--- src/rtl/alu_issue_ctrl.sv ---
// Issue stage: decodes a MIPS word into ALU controls/operands (D register) and
// captures the ALU result and flags (R register). Define ALU_TRAP_EN for signed overflow traps.
module alu_issue_ctrl #(
    parameter int DW         = 32,
    parameter int ILL_STICKY = 1
) (
    input  logic          iClk,
    input  logic          iRst_n,
    input  logic          iValid,
    output logic          oReady,
    input  logic [31:0]   iInstr,
    input  logic [DW-1:0] iRsData,
    input  logic [DW-1:0] iRtData,
    output logic [5:0]    oALUFun,
    output logic          oSign,
    output logic [DW-1:0] oA,
    output logic [DW-1:0] oB,
    input  logic [DW-1:0] iS,
    input  logic          iZ,
    input  logic          iV,
    input  logic          iN,
    output logic          oResValid,
    input  logic          iResReady,
    output logic [DW-1:0] oResult,
    output logic          oBranch,
    output logic          oIllegal,
    output logic          oOvf,
    input  logic          iExcClr
);

    localparam logic [5:0] FunAdd  = 6'b000000;
    localparam logic [5:0] FunSub  = 6'b000001;
    localparam logic [5:0] FunAnd  = 6'b011000;
    localparam logic [5:0] FunOr   = 6'b011110;
    localparam logic [5:0] FunXor  = 6'b010110;
    localparam logic [5:0] FunNor  = 6'b010001;
    localparam logic [5:0] FunSlt  = 6'b110101;
    localparam logic [5:0] FunSll  = 6'b100000;
    localparam logic [5:0] FunSrl  = 6'b100001;
    localparam logic [5:0] FunSra  = 6'b100011;
    localparam logic [5:0] FunPass = 6'b011010;
    localparam logic [5:0] FunEq   = 6'b110011;
    localparam logic [5:0] FunNe   = 6'b110001;
    localparam logic [5:0] FunLez  = 6'b111101;
    localparam logic [5:0] FunGtz  = 6'b111111;
    localparam logic [5:0] FunGez  = 6'b111001;

    logic [5:0]    opcode;
    logic [5:0]    funct;
    logic [4:0]    shamt;
    logic [15:0]   imm;
    logic [DW-1:0] immSext;
    logic [DW-1:0] immZext;

    logic [5:0]    decFun;
    logic          decSign;
    logic [DW-1:0] decA;
    logic [DW-1:0] decB;
    logic          decBranch;
    logic          decIllegal;
    logic          decTrap;

    logic          dValid;
    logic [5:0]    dFun;
    logic          dSign;
    logic [DW-1:0] dA;
    logic [DW-1:0] dB;
    logic          dBranch;
    logic          dIllegal;
    logic          dTrap;

    logic          resValid;
    logic [DW-1:0] result;
    logic          branch;
    logic          illegal;
    logic          rFree;
    logic          dLoad;
    logic          rCapture;
    logic          trapHit;
    logic          unusedSigs;

    assign opcode  = iInstr[31:26];
    assign funct   = iInstr[5:0];
    assign shamt   = iInstr[10:6];
    assign imm     = iInstr[15:0];
    assign immSext = {{(DW-16){imm[15]}}, imm};
    assign immZext = {{(DW-16){1'b0}}, imm};

    // Instruction decode; anything unrecognised becomes a pass-A of zero flagged illegal.
    always_comb begin
        decFun     = FunPass;
        decSign    = 1'b0;
        decA       = iRsData;
        decB       = iRtData;
        decBranch  = 1'b0;
        decIllegal = 1'b0;
        decTrap    = 1'b0;
        case (opcode)
            6'h00: begin
                case (funct)
                    6'h20: begin decFun = FunAdd; decSign = 1'b1; decTrap = 1'b1; end
                    6'h21: decFun = FunAdd;
                    6'h22: begin decFun = FunSub; decSign = 1'b1; decTrap = 1'b1; end
                    6'h23: decFun = FunSub;
                    6'h24: decFun = FunAnd;
                    6'h25: decFun = FunOr;
                    6'h26: decFun = FunXor;
                    6'h27: decFun = FunNor;
                    6'h2A: begin decFun = FunSlt; decSign = 1'b1; end
                    6'h2B: decFun = FunSlt;
                    6'h00: begin decFun = FunSll; decA = {{(DW-5){1'b0}}, shamt}; end
                    6'h02: begin decFun = FunSrl; decA = {{(DW-5){1'b0}}, shamt}; end
                    6'h03: begin decFun = FunSra; decA = {{(DW-5){1'b0}}, shamt}; end
                    default: decIllegal = 1'b1;
                endcase
            end
            6'h01: begin
                decB      = '0;
                decSign   = 1'b1;
                decBranch = 1'b1;
                if (iInstr[20:16] == 5'd1) begin
                    decFun = FunGez;
                end else if (iInstr[20:16] == 5'd0) begin
                    decFun = FunSlt;
                end else begin
                    decSign    = 1'b0;
                    decBranch  = 1'b0;
                    decIllegal = 1'b1;
                end
            end
            6'h04: begin decFun = FunEq; decSign = 1'b1; decBranch = 1'b1; end
            6'h05: begin decFun = FunNe; decSign = 1'b1; decBranch = 1'b1; end
            6'h06: begin decFun = FunLez; decSign = 1'b1; decBranch = 1'b1; decB = '0; end
            6'h07: begin decFun = FunGtz; decSign = 1'b1; decBranch = 1'b1; decB = '0; end
            6'h08: begin decFun = FunAdd; decSign = 1'b1; decB = immSext; decTrap = 1'b1; end
            6'h09: begin decFun = FunAdd; decB = immSext; end
            6'h0A: begin decFun = FunSlt; decSign = 1'b1; decB = immSext; end
            6'h0B: begin decFun = FunSlt; decB = immSext; end
            6'h0C: begin decFun = FunAnd; decB = immZext; end
            6'h0D: begin decFun = FunOr;  decB = immZext; end
            6'h0E: begin decFun = FunXor; decB = immZext; end
            6'h0F: begin decFun = FunPass; decA = {imm, {(DW-16){1'b0}}}; decB = '0; end
            default: decIllegal = 1'b1;
        endcase
        if (decIllegal) begin
            decA = '0;
            decB = '0;
        end
    end

    assign rFree    = !resValid || iResReady;
    assign oReady   = !dValid || rFree;
    assign dLoad    = iValid && oReady;
    assign rCapture = dValid && rFree;

    always_ff @(posedge iClk or negedge iRst_n) begin
        if (!iRst_n) begin
            dValid   <= 1'b0;
            dFun     <= '0;
            dSign    <= 1'b0;
            dA       <= '0;
            dB       <= '0;
            dBranch  <= 1'b0;
            dIllegal <= 1'b0;
            dTrap    <= 1'b0;
        end else if (dLoad) begin
            dValid   <= 1'b1;
            dFun     <= decFun;
            dSign    <= decSign;
            dA       <= decA;
            dB       <= decB;
            dBranch  <= decBranch;
            dIllegal <= decIllegal;
            dTrap    <= decTrap;
        end else if (rCapture) begin
            dValid <= 1'b0;
        end
    end

    assign oALUFun = dFun;
    assign oSign   = dSign;
    assign oA      = dA;
    assign oB      = dB;

    // Result register holds steady until the consumer takes it.
    always_ff @(posedge iClk or negedge iRst_n) begin
        if (!iRst_n) begin
            resValid <= 1'b0;
            result   <= '0;
            branch   <= 1'b0;
        end else if (rCapture) begin
            resValid <= 1'b1;
            result   <= trapHit ? '0 : iS;
            branch   <= dBranch && iS[0] && !trapHit;
        end else if (iResReady) begin
            resValid <= 1'b0;
        end
    end

    always_ff @(posedge iClk or negedge iRst_n) begin
        if (!iRst_n) begin
            illegal <= 1'b0;
        end else if (iExcClr) begin
            illegal <= 1'b0;
        end else if (rCapture && dIllegal) begin
            illegal <= 1'b1;
        end else if (ILL_STICKY == 0) begin
            illegal <= 1'b0;
        end
    end

`ifdef ALU_TRAP_EN
    logic ovf;

    assign trapHit = dTrap && iV;

    always_ff @(posedge iClk or negedge iRst_n) begin
        if (!iRst_n) begin
            ovf <= 1'b0;
        end else if (iExcClr) begin
            ovf <= 1'b0;
        end else if (rCapture && trapHit) begin
            ovf <= 1'b1;
        end
    end

    assign oOvf       = ovf;
    assign unusedSigs = ^{iZ, iN};
`else
    assign trapHit    = 1'b0;
    assign oOvf       = 1'b0;
    assign unusedSigs = ^{iZ, iN, iV, dTrap};
`endif

    assign oResValid = resValid;
    assign oResult   = result;
    assign oBranch   = branch;
    assign oIllegal  = illegal;

endmodule

--- config.mk ---
export PLATFORM = sky130hd
export DESIGN_NAME = alu_issue_ctrl
export DESIGN_NICKNAME = d
export VERILOG_FILES = /design/src/rtl/alu_issue_ctrl.sv
export SDC_FILE = /design/constraint.sdc
export NUM_CORES = 1
export LEC_CHECK = 0
export ABC_AREA = 1
export BUFFER_PORTS_ARGS = -buffer_cell sky130_fd_sc_hd__buf_2
export CAP_MARGIN = 30
export CORE_AREA = 3 3 141 143
export DETAILED_ROUTE_END_ITERATION = 6
export DIE_AREA = 0 0 144 146
export PLACE_DENSITY = 0.64
export SKIP_LAST_GASP = 1
export SYNTH_ARGS = -nofsm -noshare
export SYNTH_HDL_FRONTEND = slang
export SYNTH_SLANG_ARGS = --single-unit
--- constraint.sdc ---
create_clock -name iClk -period 1.3 [get_ports iClk]
set_input_delay 0.065 -clock iClk [delete_from_list [all_inputs] [get_ports iClk]]
set_output_delay 0.065 -clock iClk [all_outputs]
set_load 0.01 [all_outputs]
==> impl_metrics.json <==
{
  "status": "completed",
  "timing.critical_path.required_ps": 1590,
  "clock_tree_from_tritoncts": "built",
  "setup_tns_ps": 0,
  "via_count_of_the_first_global_routing_pass": 5907,
  "final_min_period_over_clock_period_pct": 95.5,
  "post_cts.repair.setup_buffers": 0,
  "design_power_total_mw": 9.45,
  "synth_warnings": 0,
  "postSynthAreaPerCell_um2": 7.37,
  "initial_detailed_routing_violation_count": 302,
  "maximum_number_of_pins_on_one_net_before_global_route_repair": 49,
  "htreeDepth": 3,
  "final_antenna_net_count": 0,
  "cpLargestDelayFamily": "flip-flops",
  "detailed_routing_iteration_count_for_the_pre_antenna_repair_pass": 7,
  "tritoncts.num_buffers": 9,
  "timing.critical_path.buf_inv": 2,
  "final-seq-area_um2": 2730,
  "timing.rr.end": "oB[31]$_DFFE_PN0P_",
  "final_util_pct": 43.6,
  "final.fill_count": 1872,
  "path_type_of_the_worst_setup_path": "register to register",
  "clock_sink_count": 109,
  "fin_cells": 1298,
  "hold_path_end": "oB[18]$_DFFE_PN0P_",
  "avgViaCountPerCell": 4.64,
  "design.die.area_um2": 21000,
  "placement.io_buffers": 234,
  "yosys_register_bits": 109,
  "wl_per_cell_um": 14.9,
  "crit_path_max_fanout": 16,
  "final.setup_skew_ps": 10.8,
  "post-dp-hpwl_um": 14400,
  "yosys-mux-area-fraction_pct": 0,
  "p_per_area_nw_per_um2": 1160,
  "slowest_cell_on_the_critical_path": "sky130_fd_sc_hd__dfrtp_1",
  "gpl.final_weighted_congestion": 0.865,
  "p_leak_nw": 4.79,
  "critPathArrivalTime_ps": 1530,
  "globalRoute.totalOverflow": 0,
  "fp.dieW_um": 144,
  "die_h_um": 146,
  "maxCapViolCount": 0,
  "peakVddDrop_uv": 530,
  "drcViolationCount": 0,
  "routed_wl_um": 19400,
  "place.detailed.instances": 1248,
  "yosysUniqueCellTypes": 26,
  "end_kind": "register",
  "rrSetupSlack_ps": 60,
  "vias": 6022,
  "reg2reg_depth": 7,
  "timing.final.crit_period_ps": 1240,
  "rsz0062_at_grt": "yes",
  "synth_xor_xnor_area_share_pct": 0,
  "timing_hold_violations_final": 0,
  "number_of_setup_violations_in_the_final_report": 0,
  "floorplan.io_pins": 244,
  "synth_fp_nets": 895,
  "ys_seq_area_share_pct": 48.8,
  "antenna_found_initial": 2,
  "syn_inst": 759,
  "final-max-slew-violation-count": 0,
  "clk_root_buffer_cell": "sky130_fd_sc_hd__clkbuf_16",
  "layout.cells.most_common_list": "sky130_fd_sc_hd__nand2_1 (330), sky130_fd_sc_hd__buf_2 (233), sky130_fd_sc_hd__nand3_1 (121)",
  "achievable-frequency_mhz": 805,
  "floorplan.core_area_um2": 18700,
  "crit_path_top_cell_by_count": "sky130_fd_sc_hd__buf_12",
  "multi_input_comb_area_um2": 2500,
  "fp-row-count": 50,
  "layout-drive-gt1-share_pct": 32.4,
  "clk_latency_ps": 350,
  "num-nets-final": 1195,
  "initial_standard_cell_utilization_of_the_core_pct": 29.9,
  "hold_slack_ps": 21.5,
  "post_synth_fa_ha_maj_area_fraction_pct": 0,
  "crit-reg2reg-launch": "oResValid$_DFFE_PN0P_",
  "cts.reportedPaths.clkPinSlew_ps": 80,
  "synth_top_family_by_area": "simple AND/OR/NAND/NOR gates",
  "synth_compound_gate_area_share_pct": 3.00,
  "grt_first_pass_wirelength_um": 30400,
  "yosys.area_share.simple_pct": 41.4,
  "min-delay-start": "iRtData[18]",
  "timing.critical_path.slowest_cell_delay_ps": 390,
  "synthesis.area_um2": 5590,
  "crit_path_cell_trace": "nand3_2, nand2_4, buf_12, a21oi_4, buf_12, nand3_1, nand2_1",
  "critPathLaunchType": "register",
  "hold_class": "input port to register",
  "cts-root-to-sink-buffers": 2,
  "commonest_non_fill_non_tap_cell_in_the_layout": "sky130_fd_sc_hd__nand2_1",
  "flow.area_growth_from_synthesis_pct": 45.8,
  "worst_hold_path.num_cells": 4,
  "gr-usage-all-layers_pct": 18.0
}
[synth_stat cells (all sizes together)]
cell type  instances  share of area (%)
conb               1              0.067
nor3               2               0.38
nor2              40                3.0
or2               19                2.1
a21oi              4               0.56
clkbuf            22                1.5
nand4             17                1.9
nand3b             1               0.13
nand3            126                 12
inv               36                2.4
nand2            331                 22
dfrtp            109                 49
buf               24                2.9
a31oi              1               0.11
o21ai             26                2.3
[repair_timing]
item | 4_1_cts | 5_1_grt
endpoints found under the setup margin | 11 | 86
endpoints found under the hold margin | 142 | 0
gates resized for setup | 1 | 7
hold buffers | 34 | 0
[worst max path at each step]
stage / from / end / slack [ps] / cells past startpoint
after floorplan: oResValid$_DFFE_PN0P_ / oB[22]$_DFFE_PN0P_ / 10 / 7
after global placement: iInstr[31] / oB[1]$_DFFE_PN0P_ / -160 / 11
after detailed placement: iInstr[31] / oA[29]$_DFFE_PN0P_ / -150 / 11
after CTS: dValid$_DFFE_PN0P_ / oA[16]$_DFFE_PN0P_ / -20 / 6
after global routing: dValid$_DFFE_PN0P_ / oB[24]$_DFFE_PN0P_ / -40 / 7
final: oResValid$_DFFE_PN0P_ / oB[31]$_DFFE_PN0P_ / 60 / 7
[report_power, final]
part,internal [mW],switching [mW]
Clock,1.69,1.27
Combinational,1.04,1.38
Sequential,3.84,0.234
[cell families (layout without fill, tap and decap cells)]
kind of cell	after synthesis	count (layout)
AO/OA/AOI/OAI	31	31
buffers and inverters	82	386
flip-flops	109	109
other	1	2
AND/OR/NAND/NOR	536	536
[state kept, by name, summed over array words and instances, names as in the netlist]
register,cells
oSign,1
oBranch,1
dBranch,1
oResValid,1
dIllegal,1
oB,32
dValid,1
oResult,32
oIllegal,1
oALUFun,6
oA,32
[worst reg2reg max path, cell delays in order, from the launching register on]
cell                      delay (ps)
sky130_fd_sc_hd__dfrtp_1         390
sky130_fd_sc_hd__nand3_2         110
sky130_fd_sc_hd__nand2_4         100
sky130_fd_sc_hd__buf_12          150
sky130_fd_sc_hd__a21oi_4         120
sky130_fd_sc_hd__buf_12          160
sky130_fd_sc_hd__nand3_1          90
sky130_fd_sc_hd__nand2_1          70
[final cells by class]
type / count / share of cell area, %
sequential: 109 / 33.5
clock inverter: 5 / 1.03
clock buffer: 10 / 2.81
inverter: 36 / 1.69
tap: 234 / 3.59
timing repair buffer: 335 / 26.7
multi-input combinational: 568 / 30.7
antenna: 1 / 0.0307
[through the flow]
stage / setup WS (ps) / cell area (um2)
after floorplan: 10.2 / 5620
after global placement: -158 / 7470
after detailed placement: -152 / 7470
after CTS: -19.4 / 8130
after global routing: -44.4 / 8150
final: 58.3 / 8150
[routing by layer]
metal	GRT usage [%]	wire length, um	vias up	share of wire, %
li1	-	-	3012	-
met1	23.7	8580	2735	44
met2	29.3	8900	240	46
met3	4.77	1530	31	7.9
met4	4.76	364	4	1.9
met5	0	14	-	0.072
Power figures use the tool's default switching activity.
